## config.mk

```make
export PLATFORM = sky130hd
export DESIGN_NAME = sample_readout
export DESIGN_NICKNAME = d
export VERILOG_FILES = /design/src/rtl/daq_pkg.sv /design/src/rtl/readout_byte_reg.sv /design/src/rtl/sample_readout.sv
export SDC_FILE = /design/constraint.sdc
export NUM_CORES = 1
export LEC_CHECK = 0
export ABC_AREA = 1
export ABC_CLOCK_PERIOD_IN_PS = 1600
export BUFFER_PORTS_ARGS = -buffer_cell sky130_fd_sc_hd__buf_2
export CAP_MARGIN = 10
export CORE_MARGIN = 1.5
export CORE_UTILIZATION = 50
export CTS_BUF_LIST = sky130_fd_sc_hd__clkbuf_2 sky130_fd_sc_hd__clkbuf_4 sky130_fd_sc_hd__clkbuf_8
export CTS_CLUSTER_DIAMETER = 200
export DETAILED_ROUTE_END_ITERATION = 6
export GPL_ROUTABILITY_DRIVEN = 0
export PLACE_DENSITY = 0.83
export SLEW_MARGIN = 40
export SYNTH_ARGS = -nofsm -noshare
export SYNTH_HDL_FRONTEND = slang
export SYNTH_SLANG_ARGS = --single-unit
```

## constraint.sdc

```tcl
create_clock -name clk -period 1.6 [get_ports clk]
set_clock_uncertainty 0.1 [all_clocks]
set_input_delay 0.32 -clock clk [delete_from_list [all_inputs] [get_ports clk]]
set_output_delay 0.32 -clock clk [all_outputs]
set_load 0.02 [all_outputs]
```

## src/rtl/daq_pkg.sv

```systemverilog
// Shared definitions for the ADC sample acquisition path.
// Holds the sample/count widths used by both the threshold sampler and the
// readout, the default packet sync byte, the readout FSM state codes and
// the helpers that split a 10-bit sample into its two link bytes.
package daq_pkg;

  localparam int SAMPLE_W = 10;
  localparam int CNT_W    = 16;

  localparam logic [7:0] SYNC_BYTE_DEF = 8'hA5;

  // Readout FSM state codes
  localparam logic [2:0] ST_IDLE = 3'd0;
  localparam logic [2:0] ST_HDR  = 3'd1;
  localparam logic [2:0] ST_SEQ  = 3'd2;
  localparam logic [2:0] ST_RD   = 3'd3;
  localparam logic [2:0] ST_WAIT = 3'd4;
  localparam logic [2:0] ST_HI   = 3'd5;
  localparam logic [2:0] ST_LO   = 3'd6;
  localparam logic [2:0] ST_CSUM = 3'd7;

  // High link byte of a sample: the two MSBs, zero padded
  function automatic logic [7:0] sample_hi_byte(input logic [SAMPLE_W-1:0] s);
    return {6'b000000, s[9:8]};
  endfunction

  // Low link byte of a sample
  function automatic logic [7:0] sample_lo_byte(input logic [SAMPLE_W-1:0] s);
    return s[7:0];
  endfunction

endpackage

```

## src/rtl/readout_byte_reg.sv

```systemverilog
// Output byte register of the sample readout.
// Holds tx_data/tx_valid stable until the link accepts the byte.
// Ports:
//   clk, rst_n          clock, asynchronous active-low reset
//   load, load_data     present a new byte (takes priority over acceptance,
//                       so a byte accepted and replaced on the same edge
//                       keeps tx_valid high for back-to-back transfer)
//   tx_ready            link accepts when tx_valid & tx_ready
//   tx_data, tx_valid   registered byte and its valid flag
module readout_byte_reg (
  input  logic       clk,
  input  logic       rst_n,
  input  logic       load,
  input  logic [7:0] load_data,
  input  logic       tx_ready,
  output logic [7:0] tx_data,
  output logic       tx_valid
);

  logic [7:0] data_r;
  logic       valid_r;

  // Byte/valid register: load a new byte, drop valid on acceptance, else hold
  always_ff @(posedge clk or negedge rst_n) begin
    if (!rst_n) begin
      data_r  <= 8'h00;
      valid_r <= 1'b0;
    end else if (load) begin
      data_r  <= load_data;
      valid_r <= 1'b1;
    end else if (valid_r && tx_ready) begin
      valid_r <= 1'b0;
    end else begin
      data_r  <= data_r;
      valid_r <= valid_r;
    end
  end

  assign tx_data  = data_r;
  assign tx_valid = valid_r;

endmodule

```

## src/rtl/sample_readout.sv

```systemverilog
// Reader side of the ADC sample buffer.
// Drains PKT_SAMPLES 10-bit samples from the sample FIFO and frames them as
//   SYNC, seq, {hi,lo} x PKT_SAMPLES, csum
// over a valid/ready byte link. csum is the XOR of seq and all sample bytes.
// Ports:
//   clk, rst_n    clock, asynchronous active-low reset
//   fifo_dout     FIFO read data, valid RD_LATENCY cycles after fifo_rd_en
//   fifo_count    FIFO occupancy, only looked at while idle
//   fifo_rd_en    one-cycle read strobe per sample
//   tx_data/tx_valid/tx_ready  byte link handshake
//   busy          packet in progress
//   pkt_count     packets completed since reset (wrapping)
module sample_readout
  import daq_pkg::*;
#(
  parameter int unsigned PKT_SAMPLES = 16,
  parameter logic [7:0]  SYNC_BYTE   = SYNC_BYTE_DEF,
  parameter int unsigned RD_LATENCY  = 1
) (
  input  logic                clk,
  input  logic                rst_n,
  input  logic [SAMPLE_W-1:0] fifo_dout,
  input  logic [CNT_W-1:0]    fifo_count,
  output logic                fifo_rd_en,
  output logic [7:0]          tx_data,
  output logic                tx_valid,
  input  logic                tx_ready,
  output logic                busy,
  output logic [CNT_W-1:0]    pkt_count
);

  localparam logic [CNT_W-1:0] PKT_THRESH = CNT_W'(PKT_SAMPLES);
  localparam logic [7:0]       LAST_IDX   = 8'(PKT_SAMPLES - 1);
  localparam logic [1:0]       WAIT_LAST  = 2'(RD_LATENCY - 1);

  logic [2:0]          state_r, state_nxt_s;
  logic [7:0]          seq_r, seq_nxt_s;
  logic [7:0]          csum_r, csum_nxt_s;
  logic [7:0]          smp_cnt_r, smp_cnt_nxt_s;
  logic [1:0]          wait_cnt_r, wait_cnt_nxt_s;
  logic [SAMPLE_W-1:0] sample_r, sample_nxt_s;
  logic [CNT_W-1:0]    pkt_count_r, pkt_nxt_s;
  logic                rd_en_r;
  logic                busy_r;
  logic                load_s;
  logic [7:0]          load_data_s;
  logic                accept_s;

  assign accept_s = tx_valid & tx_ready;

  // Next-state, byte selection and running checksum.
  // The checksum is folded in as each byte is loaded, so by the time the
  // last LO byte is accepted csum_r already covers it.
  always_comb begin
    state_nxt_s    = state_r;
    seq_nxt_s      = seq_r;
    csum_nxt_s     = csum_r;
    smp_cnt_nxt_s  = smp_cnt_r;
    wait_cnt_nxt_s = wait_cnt_r;
    sample_nxt_s   = sample_r;
    pkt_nxt_s      = pkt_count_r;
    load_s         = 1'b0;
    load_data_s    = 8'h00;
    case (state_r)
      ST_IDLE: begin
        if (fifo_count >= PKT_THRESH) begin
          state_nxt_s = ST_HDR;
          load_s      = 1'b1;
          load_data_s = SYNC_BYTE;
        end else begin
          state_nxt_s = ST_IDLE;
        end
      end
      ST_HDR: begin
        if (accept_s) begin
          state_nxt_s   = ST_SEQ;
          smp_cnt_nxt_s = 8'd0;
          csum_nxt_s    = seq_r;
          load_s        = 1'b1;
          load_data_s   = seq_r;
        end else begin
          state_nxt_s = ST_HDR;
        end
      end
      ST_SEQ: begin
        if (accept_s) begin
          state_nxt_s = ST_RD;
        end else begin
          state_nxt_s = ST_SEQ;
        end
      end
      ST_RD: begin
        state_nxt_s    = ST_WAIT;
        wait_cnt_nxt_s = 2'd0;
      end
      ST_WAIT: begin
        if (wait_cnt_r == WAIT_LAST) begin
          state_nxt_s  = ST_HI;
          sample_nxt_s = fifo_dout;
          load_s       = 1'b1;
          load_data_s  = sample_hi_byte(fifo_dout);
          csum_nxt_s   = csum_r ^ sample_hi_byte(fifo_dout);
        end else begin
          wait_cnt_nxt_s = wait_cnt_r + 2'd1;
        end
      end
      ST_HI: begin
        if (accept_s) begin
          state_nxt_s = ST_LO;
          load_s      = 1'b1;
          load_data_s = sample_lo_byte(sample_r);
          csum_nxt_s  = csum_r ^ sample_lo_byte(sample_r);
        end else begin
          state_nxt_s = ST_HI;
        end
      end
      ST_LO: begin
        if (accept_s) begin
          if (smp_cnt_r == LAST_IDX) begin
            state_nxt_s = ST_CSUM;
            load_s      = 1'b1;
            load_data_s = csum_r;
          end else begin
            state_nxt_s   = ST_RD;
            smp_cnt_nxt_s = smp_cnt_r + 8'd1;
          end
        end else begin
          state_nxt_s = ST_LO;
        end
      end
      ST_CSUM: begin
        if (accept_s) begin
          state_nxt_s = ST_IDLE;
          seq_nxt_s   = seq_r + 8'd1;
          pkt_nxt_s   = pkt_count_r + 16'd1;
        end else begin
          state_nxt_s = ST_CSUM;
        end
      end
      default: begin
        state_nxt_s = ST_IDLE;
      end
    endcase
  end

  // FSM state, packet bookkeeping and registered strobes.
  // rd_en/busy are computed from the next state so they line up with it.
  always_ff @(posedge clk or negedge rst_n) begin
    if (!rst_n) begin
      state_r     <= ST_IDLE;
      seq_r       <= 8'h00;
      csum_r      <= 8'h00;
      smp_cnt_r   <= 8'h00;
      wait_cnt_r  <= 2'd0;
      sample_r    <= {SAMPLE_W{1'b0}};
      pkt_count_r <= 16'h0000;
      rd_en_r     <= 1'b0;
      busy_r      <= 1'b0;
    end else begin
      state_r     <= state_nxt_s;
      seq_r       <= seq_nxt_s;
      csum_r      <= csum_nxt_s;
      smp_cnt_r   <= smp_cnt_nxt_s;
      wait_cnt_r  <= wait_cnt_nxt_s;
      sample_r    <= sample_nxt_s;
      pkt_count_r <= pkt_nxt_s;
      rd_en_r     <= (state_nxt_s == ST_RD);
      busy_r      <= (state_nxt_s != ST_IDLE);
    end
  end

  readout_byte_reg u_byte_reg (
    .clk       (clk),
    .rst_n     (rst_n),
    .load      (load_s),
    .load_data (load_data_s),
    .tx_ready  (tx_ready),
    .tx_data   (tx_data),
    .tx_valid  (tx_valid)
  );

  assign fifo_rd_en = rd_en_r;
  assign busy       = busy_r;
  assign pkt_count  = pkt_count_r;

endmodule

```

==> results of run 1 <==
[report_power, final]
group	total, uW	switching, uW	internal, uW
clock	1580	610	968
combinational	2900	1790	1110
sequential	2600	489	2110
total	7070	2890	4190
[final cells by class]
class	instances	area, um^2
fillers	623	2380
multi-input cells	371	1860
flip-flops and latches	64	1610
repair buffers	84	518
inverters	51	199
clock buffers	12	159
well taps	96	120
clock inverters	3	65.1
[layout by cell type, fill, tap and decap left out, drive strengths merged, types with 3 or more instances in the layout]
cell type / count
nand2: 183
buf: 83
nor2: 79
dfrtp: 64
inv: 51
nand3: 37
o21ai: 21
xor2: 14
clkbuf: 12
xnor2: 7
nand4: 6
a21oi: 5
ha: 4
a22oi: 3
a31oi: 3
[flip-flops by register name (all words and copies together), names as in the netlist]
name / cells
busy: 1
csum_r: 8
fifo_rd_en: 1
pkt_count: 16
sample_r: 8
seq_r: 8
smp_cnt_r: 8
state_r: 3
u_byte_reg.tx_data: 8
u_byte_reg.tx_valid: 1
wait_cnt_r: 2
[critical path: cells and delay by family, from the launching register on]
kind / cells / cell delay, ps
simple gates: 6 / 800
flops: 1 / 430
buf+inv: 1 / 150
[how the worst max path moves through the flow]
stage / start / end / slack [ps] / cells after the start
finish: state_r[2] / u_byte_reg.tx_data[5] / 60 / 7
global route: u_byte_reg.tx_valid / u_byte_reg.tx_data[5] / -30 / 9
CTS: u_byte_reg.tx_valid / u_byte_reg.tx_data[0] / 10 / 9
detailed placement: smp_cnt_r[0] / smp_cnt_r[5] / -30 / 8
global placement: state_r[1] / busy / 40 / 7
floorplan: pkt_count[0] / pkt_count[10] / 60 / 8
[stage by stage]
stage                     worst slack (ps)  area, um^2
after floorplan                       59.8        3640
after global placement                43.4        4150
after detailed placement             -31.9        4150
after CTS                             11.0        4400
after global routing                 -28.8        4530
final                                 59.9        4530
[metal layers]
layer / global-route usage [%] / routed length (um)
met3: 7.56 / 576
met4: 10.4 / 197
met5: 0 / 0
met1: 29.8 / 3590
met2: 43.2 / 4680
[logic make-up after synthesis]
logic type               Yosys count  synth area share [%]
AO/OA/AOI/OAI                     36                  5.88
XOR/XNOR                          21                  5.06
adder cells (fa/ha/maj)            4                  1.38
buffers and inverters             58                  6.99
flip-flops                        64                  44.0
AND/OR/NAND/NOR                  309                  36.6
[what timing repair did]
| action | 4_1_cts | 5_1_grt |
|---|---|---|
| pin swaps | 1 | 4 |
| endpoints found under the setup margin | 17 | 28 |
| hold buffers | 1 | 0 |
| buffers inserted | 0 | 8 |
| endpoints found under the hold margin | 64 | 0 |
| gates resized for setup | 7 | 18 |
| gates cloned | 0 | 1 |
==> results.ini, run 1 <==
[status]
outcome = finished, final reports clean

[layout]
layout.nets = 614
drive_gt1_share_pct = 24.6
antennaDiodeCount = 0
finalNonFillerCells = 681
synthToLayoutAreaGrowth_pct = 24.5
utilization_pct = 65.5

[floorplan]
ioPinCount = 56
fp.dieH_um = 88.3
core_um2 = 6910
dieArea_um2 = 7790
initial_core_util_pct = 52.6
std_cell_rows = 30
die_x_um = 88.3

[timing]
setup_viol = 0
finalHoldViolCount = 0
whs_ps = 50.4
max_freq_ghz = 0.649
finalSetupTns_ps = 0
min_period_ps = 1540
tightest_slew_ps = 346
slew_headroom_pct = 76.9
rsz0062_at_grt = yes
period_share_pct = 96.3
maxSlewViolCount = 0

[global_routing]
antenna_found_initial = 0
grt_pass1_vias = 3406
grt_pass1_wl_um = 15100
grt_max_degree = 65
grt_util_all_layers_pct = 25.3
overflow = 0

[logic_synthesis]
ys_seq_area_share_pct = 44.0
syn-num-nets = 525
yosysMostFrequentCell = nand2_1
yosys.area.top_type = dfrtp_1
netlist_top_cells_count = nand2_1 (174), nor2_1 (70), dfrtp_1 (64), inv_1 (44), nand3_1 (36)
ys_seq_elements = 64
synth_edf_count = 0
ys.flop_type = dfrtp_1
ys_types = 32
ys_warn_count = 0
synthCells = 492
yosys-top-cells-area = dfrtp_1 (44%), nand2_1 (18%), nor2_1 (7.2%)
synth_top_area_share_pct = 44.0
syn_area_um2 = 3640
syn_area_per_cell_um2 = 7.39
synthArstFlopShare_pct = 100

[detailed_routing]
vias = 3480
routed_wl_um = 9040
drc = 0
wl_per_cell_um = 13.3
drt_iter0_markers = 233
viasPerCell = 5.11
firstDrtPassIters = 5
ant_nets = 0

[clocking]
path_clk_slew_ps = 70
insertion_delay_ps = 360
htree_levels = 3
root_buffer = clkbuf_8
clock_sinks = 64
cts_tree = built
cts_made_buffers = 9
clockBufferDepth = 2

[critical_path]
r2r-end = u_byte_reg.tx_data[5]
crit_slowest_cell = dfrtp_2
cp-end-kind = flop
worst-endpoint-required_ps = 1790
r2r_start = state_r[2]
crit_chain = buf_4 > nand3_4 > nor2_4 > nand2_1 > nor2_1 > nor2_2 > nand2_1
crit_top_cell = nand2_1
crit_fanout = 8
crit_type = flop to flop
r2r_slack_ps = 60
reg2regPathDepth = 7
cp-start-kind = flop
slowest_delay_ps = 430
cp.arrival_ps = 1730

[placed_design]
place_inst = 656
io_buffer_count = 51
place_hpwl_um = 6420

[power_and_ir_drop]
power_leakage_uw = 0.00235
power.total_uw = 7070
power_density_nw_per_um2 = 1560
ir_worst_vdd_mv = 1.06

[hold_path]
whs_endpoint = sample_r[6]
hold_start = fifo_dout[6]
min_delay_path_depth = 3
hold_class = input pin to flop

[flow_run]
drv_cap = 0

(Power assumes the default switching activity.)
==> run 2: changes to the inputs <==
CTS_BUF_LIST = default   (was sky130_fd_sc_hd__clkbuf_2 sky130_fd_sc_hd__clkbuf_4 sky130_fd_sc_hd__clkbuf_8)
RECOVER_POWER = 100   (was default)
==> results.ini, run 2 (synthesis results as in run 1) <==
[status]
outcome = finished, final reports clean  ; unchanged

[clocking]
cts_made_buffers = 9  ; unchanged
insertion_delay_ps = 360  ; about the same
path_clk_slew_ps = 80  ; was 70 ps
clock_sinks = 64  ; unchanged
cts_tree = built  ; unchanged
clockBufferDepth = 2  ; unchanged
root_buffer = clkbuf_8  ; unchanged
htree_levels = 3  ; unchanged

[power_and_ir_drop]
power_leakage_uw = 0.00231  ; was 0.00235 uW
p_seq_share_pct = 37.0  ; was 36.7%
switching_share_pct = 41.1  ; was 40.8%
power.total_uw = 7030  ; was 7070 uW
p_sw_uw = 2890  ; about the same
ir_worst_vdd_mv = 1.06  ; about the same
comb_power_share_pct = 40.8  ; was 41.0%
power_density_nw_per_um2 = 1560  ; about the same
p_int_uw = 4140  ; was 4190 uW
clkPwrFrac_pct = 22.3  ; about the same

[layout]
antennaDiodeCount = 0  ; unchanged
final_cell_mix = nand2_1 (173), nor2_1 (61), dfrtp_1 (60), inv_1 (44), buf_2 (41)  ; was nand2_1 (173), nor2_1 (61), dfrtp_1 (60), buf_2 (51), inv_1 (44)
final_area_um2 = 4500  ; was 4530 um^2
synthToLayoutAreaGrowth_pct = 23.7  ; was 24.5%
final_common_cell = nand2_1  ; unchanged
drive_gt1_share_pct = 22.7  ; was 24.6%
layout.nets = 614  ; unchanged
largest_reg_flops = 16  ; unchanged

[global_routing]
grt_util_all_layers_pct = 25.2  ; was 25.3%
grt_pass1_wl_um = 15100  ; about the same
grt_max_degree = 65  ; unchanged
antenna_found_initial = 0  ; unchanged
overflow = 0  ; unchanged
grt_pass1_vias = 3408  ; was 3406

[critical_path]
crit_type = flop to flop  ; unchanged
crit_chain = buf_4 > nand3_4 > nor2_4 > nand2_1 > nor2_1 > nor2_2 > nand2_1  ; unchanged
r2r_start = state_r[2]  ; unchanged
r2r_slack_ps = 60  ; about the same
slowest_delay_ps = 430  ; about the same
cp.arrival_ps = 1740  ; was 1730 ps
crit_start = state_r[2]  ; unchanged
crit_fanout = 8  ; unchanged
cp-end-kind = flop  ; unchanged
timing.critical_path.to = u_byte_reg.tx_data[5]  ; unchanged
crit_slowest_cell = dfrtp_2  ; unchanged
r2r-end = u_byte_reg.tx_data[5]  ; unchanged
crit_top_cell = nand2_1  ; unchanged
worst-endpoint-required_ps = 1790  ; about the same
cp-start-kind = flop  ; unchanged
reg2regPathDepth = 7  ; unchanged

[floorplan]
dieArea_um2 = 7790  ; unchanged
std_cell_rows = 30  ; unchanged
fp.dieH_um = 88.3  ; unchanged
ioPinCount = 56  ; unchanged
die_x_um = 88.3  ; unchanged
initial_core_util_pct = 52.6  ; unchanged
core_um2 = 6910  ; unchanged

[timing]
setup_viol = 0  ; unchanged
tightest_slew_ps = 798  ; was 346 ps
slew_headroom_pct = 46.8  ; was 76.9%
rsz0062_at_grt = yes  ; unchanged
maxSlewViolCount = 0  ; unchanged
finalHoldViolCount = 0  ; unchanged
max_freq_ghz = 0.648  ; was 0.649 GHz
whs_ps = 48.6  ; was 50.4 ps
min_period_ps = 1540  ; about the same
period_share_pct = 96.5  ; was 96.3%

[hold_path]
hold_class = input pin to flop  ; unchanged
hold_start = fifo_dout[6]  ; unchanged

[detailed_routing]
drt_iter0_markers = 254  ; was 233
routed_wl_um = 9040  ; about the same
wl_per_cell_um = 13.3  ; about the same
firstDrtPassIters = 4  ; was 5
viasPerCell = 5.15  ; was 5.11
vias = 3507  ; was 3480
ant_nets = 0  ; unchanged
drc = 0  ; unchanged

[placed_design]
dpl-instance-area_um2 = 4150  ; unchanged
place_hpwl_um = 6420  ; unchanged
io_buffer_count = 51  ; unchanged

[flow_run]
drv_cap = 0  ; unchanged

[run 2: changes by cell type in the layout (fill, tap and decap cells not counted)]
cell	change
clkbuf_1	+11
buf_2	-10
buf_12	-1
buf_4	+1
clkbuf_4	-1
[run 2: worst max-delay path: cells and delay by family, from the launching register on]
family / cells / cell delay (ps)
buffers and inverters: 1 / 150
AND/OR/NAND/NOR: 6 / 800
flip-flops: 1 / 430
[run 2: repair_timing]
action                                  CTS  global route
pin swaps                                 1             4
endpoints found under the setup margin   17            27
cloned                                    0             1
resized for setup                         7            18
endpoints found under the hold margin    64             0
hold buffers                              1             0
setup buffers                             0             8
[run 2: worst min path at each step]
stage | end | slack, ps | cells past startpoint
2_1_floorplan | busy | -80 | 0
3_3_place_gp | smp_cnt_r[6] | 260 | 2
3_5_place_dp | smp_cnt_r[5] | 270 | 2
4_1_cts | sample_r[6] | 40 | 3
5_1_grt | sample_r[5] | 50 | 3
6_report | sample_r[6] | 50 | 3
[run 2: per-stage QoR]
stage          setup slack (ps)  setup TNS (ps)  util, %  cells
6_report                   56.5               0     65.1    681
3_3_place_gp               43.4               0     60.1    656
4_1_cts                    11.0               0     63.7    672
5_1_grt                   -28.8           -43.0     65.1    681
3_5_place_dp              -31.9           -62.7     60.1    656
2_1_floorplan              59.8               0        -    492
[run 2: final cells by class]
class                           count  area, um^2
Sequential cell                    64        1610
Inverter                           51         199
Clock buffer                       12         155
Fill cell                         623        2410
Tap cell                           96         120
Timing Repair Buffer               84         493
Clock inverter                      3        65.1
Multi-Input combinational cell    371        1860
[run 2: power by group through the flow]
stage          Combinational [uW]  Clock, uW  Sequential (uW)
2_1_floorplan                1730          0             2660
3_3_place_gp                 2560          0             2590
3_5_place_dp                 2670          0             2610
4_1_cts                      2700       1600             2600
5_1_grt                      3180       1670             2660
6_report                     2860       1560             2600
[run 2: metal layers]
layer,share of wire (%),global-route usage [%],vias to the layer above,wire [um]
met4,2.4,10.4,0,218
li1,-,-,1713,-
met3,6.8,7.56,18,616
met2,52,42.9,127,4670
met5,0,0,-,0
met1,39,29.9,1649,3530
